File: config.mk
export PLATFORM = sky130hd
export DESIGN_NAME = blink_monitor
export DESIGN_NICKNAME = d
export VERILOG_FILES = /design/src/rtl/blink_monitor.sv
export SDC_FILE = /design/constraint.sdc
export NUM_CORES = 1
export LEC_CHECK = 0
export BUFFER_PORTS_ARGS = -buffer_cell sky130_fd_sc_hd__buf_4
export CORE_MARGIN = 10
export CORE_UTILIZATION = 45
export CTS_BUF_LIST = sky130_fd_sc_hd__clkbuf_4 sky130_fd_sc_hd__clkbuf_8
export CTS_CLUSTER_SIZE = 25
export DETAILED_ROUTE_END_ITERATION = 7
export PLACE_DENSITY_LB_ADDON = 0.15
export SLEW_MARGIN = 0
export SYNTH_ARGS = -nofsm -noshare
export SYNTH_HDL_FRONTEND = slang
export SYNTH_SLANG_ARGS = --single-unit
File: constraint.sdc
create_clock -name clk_i -period 2.65 [get_ports clk_i]
set_input_delay 0.53 -clock clk_i [delete_from_list [all_inputs] [get_ports clk_i]]
set_output_delay 0.53 -clock clk_i [all_outputs]
set_load 0.01 [all_outputs]
File: src/rtl/blink_monitor.sv
// ---------------------------------------------------------------------------
// blink_monitor
//   Receive-side companion to the blinking-light FSM. Measures the length
//   (in clock cycles) of every ON phase and OFF phase of a single-bit light
//   signal. Both lengths are published once per complete ON+OFF period. A
//   light that shows no edge for longer than TIMEOUT cycles is flagged as
//   stuck.
//
// Parameters
//   CNT_W    width of the phase counter and of the length outputs
//   TIMEOUT  cycles without an edge before a fault (2 .. 2**CNT_W-1)
//
// Ports
//   clk_i      in   clock
//   rst_ni     in   asynchronous reset, active-low
//   enable_i   in   1 = monitor runs, 0 = forced back to IDLE
//   light_i    in   monitored light level
//   on_len_o   out  length of the last complete ON phase
//   off_len_o  out  length of the last complete OFF phase
//   valid_o    out  one-cycle pulse, lengths just updated
//   fault_o    out  light stuck, held until the next rise or a disable
//   stuck_o    out  level the light was stuck at (meaningful while fault_o)
//
// Build option
//   BLINK_MON_SYNC_EN  when defined, light_i passes through a 2-FF
//                      synchronizer first (valid_o latency 4 edges instead
//                      of 2; measured lengths are unaffected).
// ---------------------------------------------------------------------------
`timescale 1ns/1ps
module blink_monitor #(
  parameter int CNT_W   = 26,
  parameter int TIMEOUT = 2**CNT_W - 1
) (
  input  logic             clk_i,
  input  logic             rst_ni,
  input  logic             enable_i,
  input  logic             light_i,
  output logic [CNT_W-1:0] on_len_o,
  output logic [CNT_W-1:0] off_len_o,
  output logic             valid_o,
  output logic             fault_o,
  output logic             stuck_o
);

  localparam logic [CNT_W-1:0] TO  = CNT_W'(TIMEOUT);
  localparam logic [CNT_W-1:0] ONE = CNT_W'(1);

  typedef enum logic [2:0] {
    S_IDLE,
    S_ARM,
    S_MEAS_ON,
    S_MEAS_OFF,
    S_FAULT
  } state_t;

  // Phase counter increment, pinned at TIMEOUT so a stuck light cannot wrap.
  function automatic logic [CNT_W-1:0] sat_inc(input logic [CNT_W-1:0] v);
    return (v >= TO) ? TO : v + ONE;
  endfunction

  logic w_light_in;

  // --- optional synchronizer stage (asynchronous light_i) ---
`ifdef BLINK_MON_SYNC_EN
  logic r_sync_p0;
  logic r_sync_p1;

  always_ff @(posedge clk_i or negedge rst_ni) begin
    if (!rst_ni) begin
      r_sync_p0 <= 1'b0;
      r_sync_p1 <= 1'b0;
    end else begin
      r_sync_p0 <= light_i;
      r_sync_p1 <= r_sync_p0;
    end
  end

  assign w_light_in = r_sync_p1;
`else
  assign w_light_in = light_i;
`endif

  // --- sample stage: current and previous light level ---
  logic r_light_s;
  logic r_light_d;

  always_ff @(posedge clk_i or negedge rst_ni) begin
    if (!rst_ni) begin
      r_light_s <= 1'b0;
      r_light_d <= 1'b0;
    end else begin
      r_light_s <= w_light_in;
      r_light_d <= r_light_s;
    end
  end

  logic w_rise;
  logic w_fall;

  assign w_rise = r_light_s & ~r_light_d;
  assign w_fall = ~r_light_s & r_light_d;

  // --- measurement FSM with registered outputs ---
  state_t           r_state;
  logic [CNT_W-1:0] r_cnt;
  logic [CNT_W-1:0] r_on_lat;
  logic [CNT_W-1:0] r_on_len;
  logic [CNT_W-1:0] r_off_len;
  logic             r_valid;
  logic             r_fault;
  logic             r_stuck;

  always_ff @(posedge clk_i or negedge rst_ni) begin
    if (!rst_ni) begin
      r_state   <= S_IDLE;
      r_cnt     <= '0;
      r_on_lat  <= '0;
      r_on_len  <= '0;
      r_off_len <= '0;
      r_valid   <= 1'b0;
      r_fault   <= 1'b0;
      r_stuck   <= 1'b0;
    end else begin
      r_valid <= 1'b0;
      if (!enable_i) begin
        // Disable wins over any edge or timeout in the same cycle.
        r_state <= S_IDLE;
        r_cnt   <= '0;
        r_fault <= 1'b0;
        r_stuck <= 1'b0;
      end else begin
        case (r_state)
          S_IDLE: begin
            r_state <= S_ARM;
            r_cnt   <= '0;
          end
          // A light already high when enabled is skipped: only a fresh
          // rise starts the first measured ON phase.
          S_ARM: begin
            if (w_rise) begin
              r_state <= S_MEAS_ON;
              r_cnt   <= ONE;
            end else begin
              r_cnt <= '0;
            end
          end
          S_MEAS_ON: begin
            if (w_fall) begin
              r_on_lat <= r_cnt;
              r_cnt    <= ONE;
              r_state  <= S_MEAS_OFF;
            end else if (r_cnt == TO) begin
              r_state <= S_FAULT;
              r_fault <= 1'b1;
              r_stuck <= r_light_s;
            end else begin
              r_cnt <= sat_inc(r_cnt);
            end
          end
          S_MEAS_OFF: begin
            if (w_rise) begin
              r_on_len  <= r_on_lat;
              r_off_len <= r_cnt;
              r_valid   <= 1'b1;
              r_cnt     <= ONE;
              r_state   <= S_MEAS_ON;
            end else if (r_cnt == TO) begin
              r_state <= S_FAULT;
              r_fault <= 1'b1;
              r_stuck <= r_light_s;
            end else begin
              r_cnt <= sat_inc(r_cnt);
            end
          end
          // Only a rise leaves FAULT; it restarts an ON phase but does not
          // complete a period, so no valid_o here.
          S_FAULT: begin
            if (w_rise) begin
              r_state <= S_MEAS_ON;
              r_cnt   <= ONE;
              r_fault <= 1'b0;
              r_stuck <= 1'b0;
            end else begin
              r_cnt <= sat_inc(r_cnt);
            end
          end
          default: begin
            r_state <= S_IDLE;
            r_cnt   <= '0;
          end
        endcase
      end
    end
  end

  assign on_len_o  = r_on_len;
  assign off_len_o = r_off_len;
  assign valid_o   = r_valid;
  assign fault_o   = r_fault;
  assign stuck_o   = r_stuck;

endmodule

### After elaboration in Yosys (flattened, before gate mapping)

Index checks and enable logic that the tools add are counted.

* add/subtract/negate cells: 1
* magnitude comparators: 1
* equal/unequal tests: 10
* mux-type cells: 28
* bitwise logic cells: 4
* reduce and logical (&&, ||, !) cells: 5

Operator list (count)
* 26-bit two-way mux: 6
* 26-bit case mux with 4 select lines: 1
* 26-bit by 1-bit adder with 26-bit output, second input constant: 1
* 26-bit == test, second input constant: 1
* 26-bit greater-or-equal comparator, second input constant: 1
* 3-bit two-way mux: 5
* 1-bit two-way mux: 13
* 3-bit case mux with 4 select lines: 1
* 3-bit inequality test, second input constant: 3
* 3-bit by 2-bit == test with 1-bit output, second input constant: 2
* 1-bit case mux with 3 select lines: 2
* 3-bit AND reduction: 2
* 4-bit by 1-bit inequality test with 1-bit output, second input constant: 1
* 4-bit AND reduction: 1
* 3-bit by 1-bit == test with 1-bit output, second input constant: 1
* 3-bit == test, second input constant: 1
* 3-bit zero test: 1
* 3-bit by 2-bit inequality test with 1-bit output, second input constant: 1
* 1-bit bitwise AND: 2
* 1-bit inverter: 2
* 2-bit OR reduction: 1

* register bits: 112
* bits of input ports: 4
* output and inout bits: 55
* word-level logic and storage cells: 59

### Longest topological paths before layout

Gate-level depths: netlist of the first run.

* word-level depth: 6
* mapped depth: 7
* mapped depth without buffers: 5

### Least setup slack after synthesis of the first run

No wires, ideal clock.

* path kind: reg-to-reg
* start: register r_state[0]
* end: register r_on_lat[10]
* setup time: 0.125 ns
* arrival: 1.822 ns
* required time: 2.525 ns
* setup slack: 0.703 ns
* cell stages (with the launch flop): 6
* buffers on the path: 2
* clock period less this slack: 1.947 ns
* cell sequence: dfrtp_1 -> buf_2 -> or3b_2 -> nor2_2 -> buf_2 -> mux2_2

* word-level cells in the longest chain between the ends: 2

Ends and longest elaborated chain
* start: declaration: RTL line 104 `state_t r_state;`
* start signal: assignment: RTL line 115 `r_state <= S_IDLE;`
* start signal: assignment: RTL line 127 `r_state <= S_IDLE;`
* start signal: assignment: RTL line 134 `r_state <= S_ARM;`
* 3-bit by 2-bit == test with 1-bit output: RTL line 132 `case (r_state)`
* 3-bit AND reduction (no source line)
* end signal: assignment: RTL line 149 `r_on_lat <= r_cnt;`
* end: declaration: RTL line 106 `logic [CNT_W-1:0] r_on_lat;`

Every way passes these cells.
A chain may end at the register's enable or synchronous reset.

### Worst setup path in the final report of the first run

* start: register r_cnt[0]
* end: register r_cnt[6]

* word-level cells in the longest chain between the ends: 6
* elaborated cells between the ends (all ways): 10
* those cells by class: add/sub: 1; order compare: 1; eq/ne: 1; mux: 7

Ends and longest elaborated chain
* start: declaration: RTL line 105 `logic [CNT_W-1:0] r_cnt;`
* start signal: assignment: RTL line 157 `r_cnt <= sat_inc(r_cnt);`
* start signal: assignment: RTL line 172 `r_cnt <= sat_inc(r_cnt);`
* start signal: assignment: RTL line 184 `r_cnt <= sat_inc(r_cnt);`
* 26-bit by 1-bit adder with 26-bit output / 26-bit greater-or-equal comparator (equally long branches): RTL line 58 `return (v >= TO) ? TO : v + ONE;`
* 26-bit two-way mux: RTL line 58
* 26-bit two-way mux: RTL line 152, 167
* 26-bit two-way mux (on tied branches): RTL line 161, 148
* 26-bit case mux with 4 select lines *: RTL line 132
* 26-bit two-way mux *: RTL line 125 `if (!enable_i) begin`

Every way passes the cells marked *; elsewhere a longest branch is shown, timed or not.

==> flow_summary.json, run 1 <==
{
  "status": "completed",
  "globalRouteMet2Util": 0.2141,
  "worstSetupEndpointType": "flop",
  "hp-class": "in -> async",
  "fp.dieW_um": 125.0,
  "cp_data_arrival_time_ns": 2.62,
  "fp.dieH_um": 125.0,
  "core_area_sq_mm": 0.01079,
  "r2r_setup_slack_ns": 0.32,
  "avgSynthCellArea_sq_um": 12.75,
  "ios": 59,
  "ys_top_cells_by_area": "dfrtp_1, mux2_2, nand3_1, a21oi_1, buf_2",
  "cp.required_ns": 2.94,
  "first_pass_iters": 4,
  "synth-compound-area-share": 0.08020,
  "grt-ovfl-total": 0,
  "pwr-share-clk": 0.339,
  "yosys.area_share.adder": 0.002522,
  "maxCapViolCount": 0,
  "finalWirelength_mm": 10.53,
  "rsz0062_at_grt": "false",
  "path_class": "reg -> reg",
  "drc_errors": 0,
  "synth_edf_count": 0,
  "fmax_mhz": 428.9,
  "grt_pass1_wl_mm": 18.13,
  "cts_hold_buf": 0,
  "synthCells": 389,
  "synthXorXnorAreaFrac": 0.01236,
  "pwr-share-comb": 0.033,
  "p_seq_frac": 0.628,
  "clockBufferDepth": 2,
  "static-leakage-power_nw": 2.701,
  "place_congestion": 0.8888,
  "skew_ns": 0.01232,
  "grt_usage": 0.1374,
  "die_area_sq_mm": 0.01562,
  "path_clk_slew_ns": 0.10,
  "powerDensity_mw_per_mm2": 479.0,
  "cts_tree": "yes",
  "synth_top_area_cell": "dfrtp_1",
  "grt_max_degree": 48,
  "cts_buffers": 9,
  "io_buffers": 58,
  "postCtsSetupRepairBufs": 0,
  "synthMuxAreaShare": 0.1892,
  "layout_min_cycle_time_ns": 2.332,
  "slew_viol_final": 0,
  "clock_latency_ns": 0.37,
  "place_hpwl_mm": 7.359,
  "place_ws_ns": 0.3686,
  "use_met1": 0.1823,
  "synth_top_family_by_area": "multiplexers",
  "fin_ws_ns": 0.3184,
  "placed_cells": 575,
  "synthSimpleGateAreaFrac": 0.1241,
  "startpoint_type": "flop",
  "switching_share": 0.2293,
  "wl_per_cell_um": 17.85,
  "synth_cell_types": 54,
  "vias": 3367,
  "hold_viol": 0,
  "root_buffer": "clkbuf_8",
  "final_util": 0.5314,
  "setup_viol": 0,
  "vias_per_cell": 5.707,
  "clock_sinks": 112,
  "synth_flop_cell": "dfrtp_1",
  "synth_common_cells": "dfrtp_1, mux2_2, nand3_1, a21oi_1, buf_2",
  "grt_pass1_vias": 3439,
  "drive_above_1_share": 0.3889,
  "fin_cells": 590,
  "netlist_area_sq_mm": 0.004961,
  "critPathMaxFanout": 12,
  "final_nets": 451,
  "tightest_slew_ns": 0.5749,
  "ctsResizeCount": 0,
  "initial_core_util": 0.4597,
  "syn_to_final_growth_pct": 15.61,
  "switchingPower_w": 0.0006300,
  "fin_crit_sh": 0.8798,
  "yosysWarnings": 0,
  "internal_power_w": 0.002117,
  "synth_top_area_frac": 0.5649,
  "antenna_cells": 0,
  "yosys_register_bits": 112,
  "yosysMostFrequentCell": "dfrtp_1",
  "relSlewSlack": 0.6167,
  "synthArstFlopShare": 1.000,
  "htreeDepth": 3,
  "grt.busiest_layer": "met2",
  "yosysSeqAreaShare": 0.5649,
  "setup_tns_ns": 0,
  "rows": 38,
  "nFillCells": 951,
  "antenna_found_initial": 0,
  "use_met3": 0.03971,
  "drt_iter0_drc": 169,
  "power_w": 0.002747,
  "synth_fp_nets": 394,
  "vdd_ir_drop_max_mv": 0.1968,
  "antenna_left": 0
}
[path summary, 6_finish.rpt]
check	startpoint	endpoint	cells after the start
setup / recovery	r_cnt[0]$_DFF_PN0_	r_cnt[6]$_DFF_PN0_	5
max in group asynchronous	rst_ni	r_on_lat[8]$_DFFE_PN0P_	2
min in group clk_i	light_i	r_light_s$_DFF_PN0_	1
hold reg to reg	r_on_lat[12]$_DFFE_PN0P_	r_on_lat[12]$_DFFE_PN0P_	1
hold / removal	rst_ni	off_len_o[16]$_DFFE_PN0P_	1
setup reg to reg	r_cnt[0]$_DFF_PN0_	r_cnt[6]$_DFF_PN0_	5
[power by group through the flow]
stage	Sequential (W)	Combinational, W	Clock (W)
floorplan	0.00175	0.0000423	0
detailed placement	0.00176	0.0000952	0
global route	0.00173	0.000105	0.00103
CTS	0.00172	0.0000954	0.000962
finish	0.00172	0.0000919	0.000931
global placement	0.00176	0.0000933	0
[flip-flops by register name, indices dropped and copies added (netlist names)]
register   flops
r_cnt         26
valid_o        1
r_on_lat      26
r_light_d      1
fault_o        1
stuck_o        1
r_light_s      1
on_len_o      26
off_len_o     26
r_state        3
[final cells by class]
class | count | area [sq um] | area share
well taps | 140 | 175.2 | 0.03054
clock buffers | 11 | 145.1 | 0.02531
inverters | 3 | 11.26 | 0.001963
multi-input cells | 249 | 2027 | 0.3534
clock inverters | 4 | 28.78 | 0.005017
repair buffers | 71 | 545.5 | 0.09511
flip-flops and latches | 112 | 2803 | 0.4887
[logic make-up (layout without fill, tap and decap cells)]
family | after synthesis | count (layout)
flops | 112 | 112
simple gates | 99 | 99
mux | 84 | 84
compound gates | 58 | 58
buf+inv | 28 | 89
xor+xnor | 7 | 7
fa+ha+maj | 1 | 1
[per-stage QoR]
step	hold WS, ns	area, sq um
6_report	0.1405	5736
3_3_place_gp	0.4856	5562
2_1_floorplan	0.2344	4961
4_1_cts	0.1560	5736
5_1_grt	0.1665	5736
3_5_place_dp	0.4919	5562
[layer usage]
metal  wire [um]  vias to the layer above
li1            -                     1561
met1        4928                     1723
met2        4977                       76
met3         530                        7
met4          95                        0
met5           0                        -
[cells in the final DEF, fill, tap and decap left out, types with 6 or more instances in the layout]
cell type    n
nand2_1     11
mux2i_1      6
nor2_1       9
nand3b_1     7
nand4_1      8
a21oi_1     16
clkbuf_8    10
mux2_2      78
nand2b_1     6
buf_4       70
dfrtp_1    112
and3_1       7
nand3_1     17
nor3_1       8
[critical path, stage by stage (launching register included)]
cell	delay, ns
dfrtp_1	0.44
ha_1	0.25
nand3_1	0.33
nor4_4	0.57
nand2_1	0.39
a31oi_1	0.27
No activity file was read; power rests on OpenSTA's default activity.
==> run 2, diff against run 1 <==
- GPL_TIMING_DRIVEN: default -> 0
==> flow_summary.json, run 2 (synthesized netlist as in run 1, its figures left out) <==
{
  "status": "completed",
  "ios": 59,
  "fin_ws_ns": 0.2901,
  "die_area_sq_mm": 0.01562,
  "rows": 38,
  "maxCapViolCount": 0,
  "fin_hold_ws_ns": 0.2644,
  "clockBufferDepth": 2,
  "ctsResizeCount": 0,
  "place_congestion": 0.8505,
  "drive_above_1_share": 0.3828,
  "pwr-share-comb": 0.033,
  "drc_errors": 0,
  "io_buffers": 58,
  "cts_tree": "yes",
  "pwr-share-clk": 0.368,
  "root_buffer": "clkbuf_8",
  "layout_common_cells": "dfrtp_1, mux2_2, buf_4",
  "hold_viol": 0,
  "relSlewSlack": 0.4332,
  "path_class": "reg -> reg",
  "fmax_mhz": 423.7,
  "critPathMaxFanout": 10,
  "final_nets": 465,
  "switchingPower_w": 0.0006707,
  "internal_power_w": 0.002207,
  "layout_min_cycle_time_ns": 2.360,
  "fin_crit_sh": 0.8905,
  "finalWirelength_mm": 10.62,
  "grt-ovfl-total": 0,
  "nFillCells": 930,
  "cp_data_arrival_time_ns": 2.64,
  "hp-class": "in -> reg",
  "antenna_found_initial": 0,
  "grt_usage": 0.1359,
  "vias": 3329,
  "cts_buffers": 9,
  "static-leakage-power_nw": 2.754,
  "setup_tns_ns": 0,
  "path_clk_slew_ns": 0.10,
  "setup_viol": 0,
  "cp.required_ns": 2.93,
  "grt_max_degree": 113,
  "use_met3": 0.03549,
  "grt_pass1_vias": 3390,
  "use_met1": 0.1865,
  "switching_share": 0.2331,
  "fp.dieW_um": 125.0,
  "clock_sinks": 112,
  "globalRouteMet2Util": 0.2123,
  "skew_ns": 0.01028,
  "grt.busiest_layer": "met2",
  "place_ws_ns": 0.3238,
  "vias_per_cell": 5.502,
  "slew_viol_final": 0,
  "core_area_sq_mm": 0.01079,
  "htreeDepth": 3,
  "initial_core_util": 0.4597,
  "tightest_slew_ns": 0.8437,
  "wl_per_cell_um": 17.55,
  "grt_pass1_wl_mm": 17.83,
  "layout_commonest_cell": "dfrtp_1",
  "antenna_cells": 0,
  "fp.dieH_um": 125.0,
  "syn_to_final_growth_pct": 17.40,
  "drt_iter0_drc": 234,
  "worstSetupEndpointType": "flop",
  "first_pass_iters": 4,
  "rsz0062_at_grt": "false",
  "place_hpwl_mm": 7.412,
  "powerDensity_mw_per_mm2": 494.1,
  "clock_latency_ns": 0.37,
  "p_seq_frac": 0.598,
  "vdd_ir_drop_max_mv": 0.3260,
  "startpoint_type": "flop",
  "antenna_left": 0
}
==> run 2: cell count changes in the layout (fill, tap and decap cells not counted), sizes merged <==
cell,delta
clkbuf,+10
buf,+2
clkinv,+2
bufinv,+1
clkinvlp,-1
dlygate4sd3,+1
==> run 2: cell type report <==
cell class / count / area (sq um) / share of cell area
Buffer: 25 / 121.4 / 0.02084
Multi-Input combinational cell: 249 / 2026 / 0.3478
Tap cell: 140 / 175.2 / 0.03008
Inverter: 3 / 11.26 / 0.001933
Timing Repair Buffer: 60 / 476.7 / 0.08185
Sequential cell: 112 / 2803 / 0.4812
Clock inverter: 6 / 80.08 / 0.01375
Clock buffer: 10 / 131.4 / 0.02256
==> run 2: metal layers <==
metal  wire length, um  up-vias
li1                  -     1592
met1              5098     1655
met2              4945       76
met3               502        6
met4                74        0
met5                 0        -
==> run 2: stage by stage <==
stage	instance area, sq um	std cells	util	power, W
after floorplan	4961	389	-	0.001796
after global placement	5572	587	0.5162	0.001846
after detailed placement	5572	587	0.5162	0.001848
after CTS	5783	603	0.5358	0.002908
after global routing	5824	605	0.5396	0.003004
final	5824	605	0.5396	0.002878
==> run 2: repair_timing <==
| action | in CTS | in global routing |
|---|---|---|
| hold buffers | 0 | 1 |
| setup endpoints to repair | 0 | 0 |
| hold endpoints to repair | 0 | 21 |
| setup buffers | 0 | 0 |
==> run 2: final timing paths <==
check                                    start                       end  slack [ns]  cells after the start
max                         r_cnt[0]$_DFF_PN0_       r_cnt[18]$_DFF_PN0_        0.29                      6
min                                    light_i       r_light_s$_DFF_PN0_        0.26                      1
max reg2reg                 r_cnt[0]$_DFF_PN0_       r_cnt[18]$_DFF_PN0_        0.29                      6
min reg2reg                r_light_s$_DFF_PN0_       r_light_d$_DFF_PN0_        0.51                      0
max in group asynchronous               rst_ni   r_on_lat[0]$_DFFE_PN0P_        1.40                      3
min in group asynchronous               rst_ni  on_len_o[20]$_DFFE_PN0P_        0.56                      2
==> run 2: critical path, cell delays in order, from the launching register on <==
cell      delay (ns)
dfrtp_1         0.47
ha_1            0.24
nand3_1         0.32
nor4_4          0.55
nand2_1         0.19
clkbuf_1        0.29
a31oi_1         0.22
==> run 2: power by group through the flow <==
stage          Sequential [W]  Clock [W]  Combinational [W]
2_1_floorplan         0.00175          0          0.0000423
3_3_place_gp          0.00176          0          0.0000910
3_5_place_dp          0.00176          0          0.0000922
4_1_cts               0.00172    0.00109          0.0000922
5_1_grt               0.00172    0.00117           0.000110
6_report              0.00172    0.00106          0.0000962
==> run 3, diff against run 2 <==
- CORE_UTILIZATION: 45 -> 60
==> flow_summary.json, run 3 (synthesized netlist as in run 1, its figures left out) <==
{
  "worstSetupEndpointType": "flop",
  "maxCapViolCount": 0,
  "static-leakage-power_nw": 2.727,
  "grt_max_degree": 113,
  "grt_pass1_vias": 3656,
  "cts_tree": "yes",
  "critPathMaxFanout": 10,
  "status": "completed",
  "clock_latency_ns": 0.37,
  "htreeDepth": 3,
  "grt_pass1_wl_mm": 18.06,
  "final-seq-area_sq_mm": 0.002803,
  "tightest_slew_ns": 0.7953,
  "place_hpwl_mm": 7.276,
  "multi_input_area_sq_mm": 0.002026,
  "path_clk_slew_ns": 0.11,
  "antenna_left": 0,
  "vdd_ir_drop_max_mv": 0.2782,
  "rows": 33,
  "setup_viol": 0,
  "grt_usage": 0.1743,
  "ctsResizeCount": 0,
  "grt-ovfl-total": 0,
  "layout_commonest_cell": "dfrtp_1",
  "startpoint_type": "flop",
  "cts_hold_buf": 0,
  "fp.dieH_um": 110.9,
  "fp.dieW_um": 110.9,
  "rsz0062_at_grt": "false",
  "slew_viol_final": 0,
  "die_area_sq_mm": 0.01231,
  "place_congestion": 0.8541,
  "vias_per_cell": 6.072,
  "syn_to_final_growth_pct": 15.56,
  "cts_buffers": 9,
  "power_w": 0.002759,
  "root_buffer": "clkbuf_8",
  "initial_core_util": 0.6099,
  "drive_above_1_share": 0.3823,
  "antenna_found_initial": 0,
  "vias": 3449,
  "clock_sinks": 112,
  "setup_tns_ns": 0,
  "clockBufferDepth": 2,
  "fin_crit_sh": 0.9074,
  "postCtsSetupRepairBufs": 0,
  "io_buffers": 58,
  "nFillCells": 598,
  "powerDensity_mw_per_mm2": 481.2,
  "cp.required_ns": 2.90,
  "skew_ns": 0.01143,
  "wl_per_cell_um": 18.60,
  "relSlewSlack": 0.4658,
  "core_area_sq_mm": 0.008134,
  "final_nets": 464,
  "path_class": "reg -> reg",
  "r2r_setup_slack_ns": 0.25,
  "reg2reg_from": "r_cnt[1]$_DFF_PN0_",
  "hold_viol": 0,
  "layout_common_cells": "dfrtp_1, mux2_2, buf_4",
  "fmax_mhz": 415.9,
  "ios": 59,
  "finalWirelength_mm": 10.57,
  "rr_worst_depth": 6,
  "antenna_cells": 0,
  "drt_iter0_drc": 188,
  "hp-class": "in -> async",
  "drc_errors": 0,
  "cp_data_arrival_time_ns": 2.66,
  "r2r_end": "r_state[2]$_DFFE_PN0P_",
  "layout_min_cycle_time_ns": 2.404,
  "first_pass_iters": 4
}
## run 3: changes by cell type in the layout (fill, tap and decap cells not counted)
cell / change
dlygate4sd3_1: -1
clkinvlp_4: +2
clkinv_8: -1
inv_8: +1
clkinv_4: -1
inv_6: -1
bufinv_16: -1
## run 3: worst max-delay path by stage
stage	startpoint	endpoint	slack (ns)	depth (start not counted)
after detailed placement	r_cnt[0]$_DFF_PN0_	r_state[2]$_DFFE_PN0P_	0.36	6
after global placement	r_cnt[0]$_DFF_PN0_	r_state[2]$_DFFE_PN0P_	0.36	6
after floorplan	r_state[0]$_DFFE_PN0P_	r_on_lat[10]$_DFFE_PN0P_	0.70	5
after CTS	r_cnt[0]$_DFF_PN0_	r_state[2]$_DFFE_PN0P_	0.29	6
after global routing	r_cnt[0]$_DFF_PN0_	r_state[2]$_DFFE_PN0P_	0.10	6
final	r_cnt[1]$_DFF_PN0_	r_state[2]$_DFFE_PN0P_	0.25	6
## run 3: stage by stage
stage / hold WS (ns) / instances / utilization / area (sq um) / setup WS (ns)
finish: 0.09694 / 568 / 0.7048 / 5733 / 0.2455
CTS: 0.2415 / 567 / 0.7010 / 5702 / 0.2893
detailed placement: 0.4894 / 552 / 0.6796 / 5528 / 0.3556
global placement: 0.4844 / 552 / 0.6796 / 5528 / 0.3611
global route: 0.1251 / 568 / 0.7048 / 5733 / 0.1041
floorplan: 0.2344 / 389 / - / 4961 / 0.7030
## run 3: layer usage
layer / vias up / track usage / wire length [um]
met5: - / 0 / 0
met4: 0 / 0.05469 / 69
met3: 10 / 0.04924 / 689
met2: 118 / 0.2763 / 5108
met1: 1732 / 0.2257 / 4697
li1: 1589 / - / -
## run 3: final cells by class
type                            instances  share of cell area
Inverter                                3            0.001964
Sequential cell                       112              0.4889
Clock inverter                          5            0.007420
Multi-Input combinational cell        249              0.3533
Clock buffer                           10             0.02292
Tap cell                              105             0.02292
Buffer                                 25             0.02117
Timing Repair Buffer                   59             0.08141
## run 3: power breakdown
group | switching (W) | internal [W] | total (W)
Combinational | 0.0000665 | 0.0000285 | 0.0000950
Clock | 0.000586 | 0.000356 | 0.000942
Sequential | 0.00000722 | 0.00171 | 0.00172
## run 3: worst max-delay path, cell delays in order, from the launching register on
cell     delay, ns
dfrtp_1       0.46
ha_1          0.26
nand3_1       0.35
nor4_4        0.53
buf_2         0.30
a21oi_1       0.09
o41ai_1       0.29
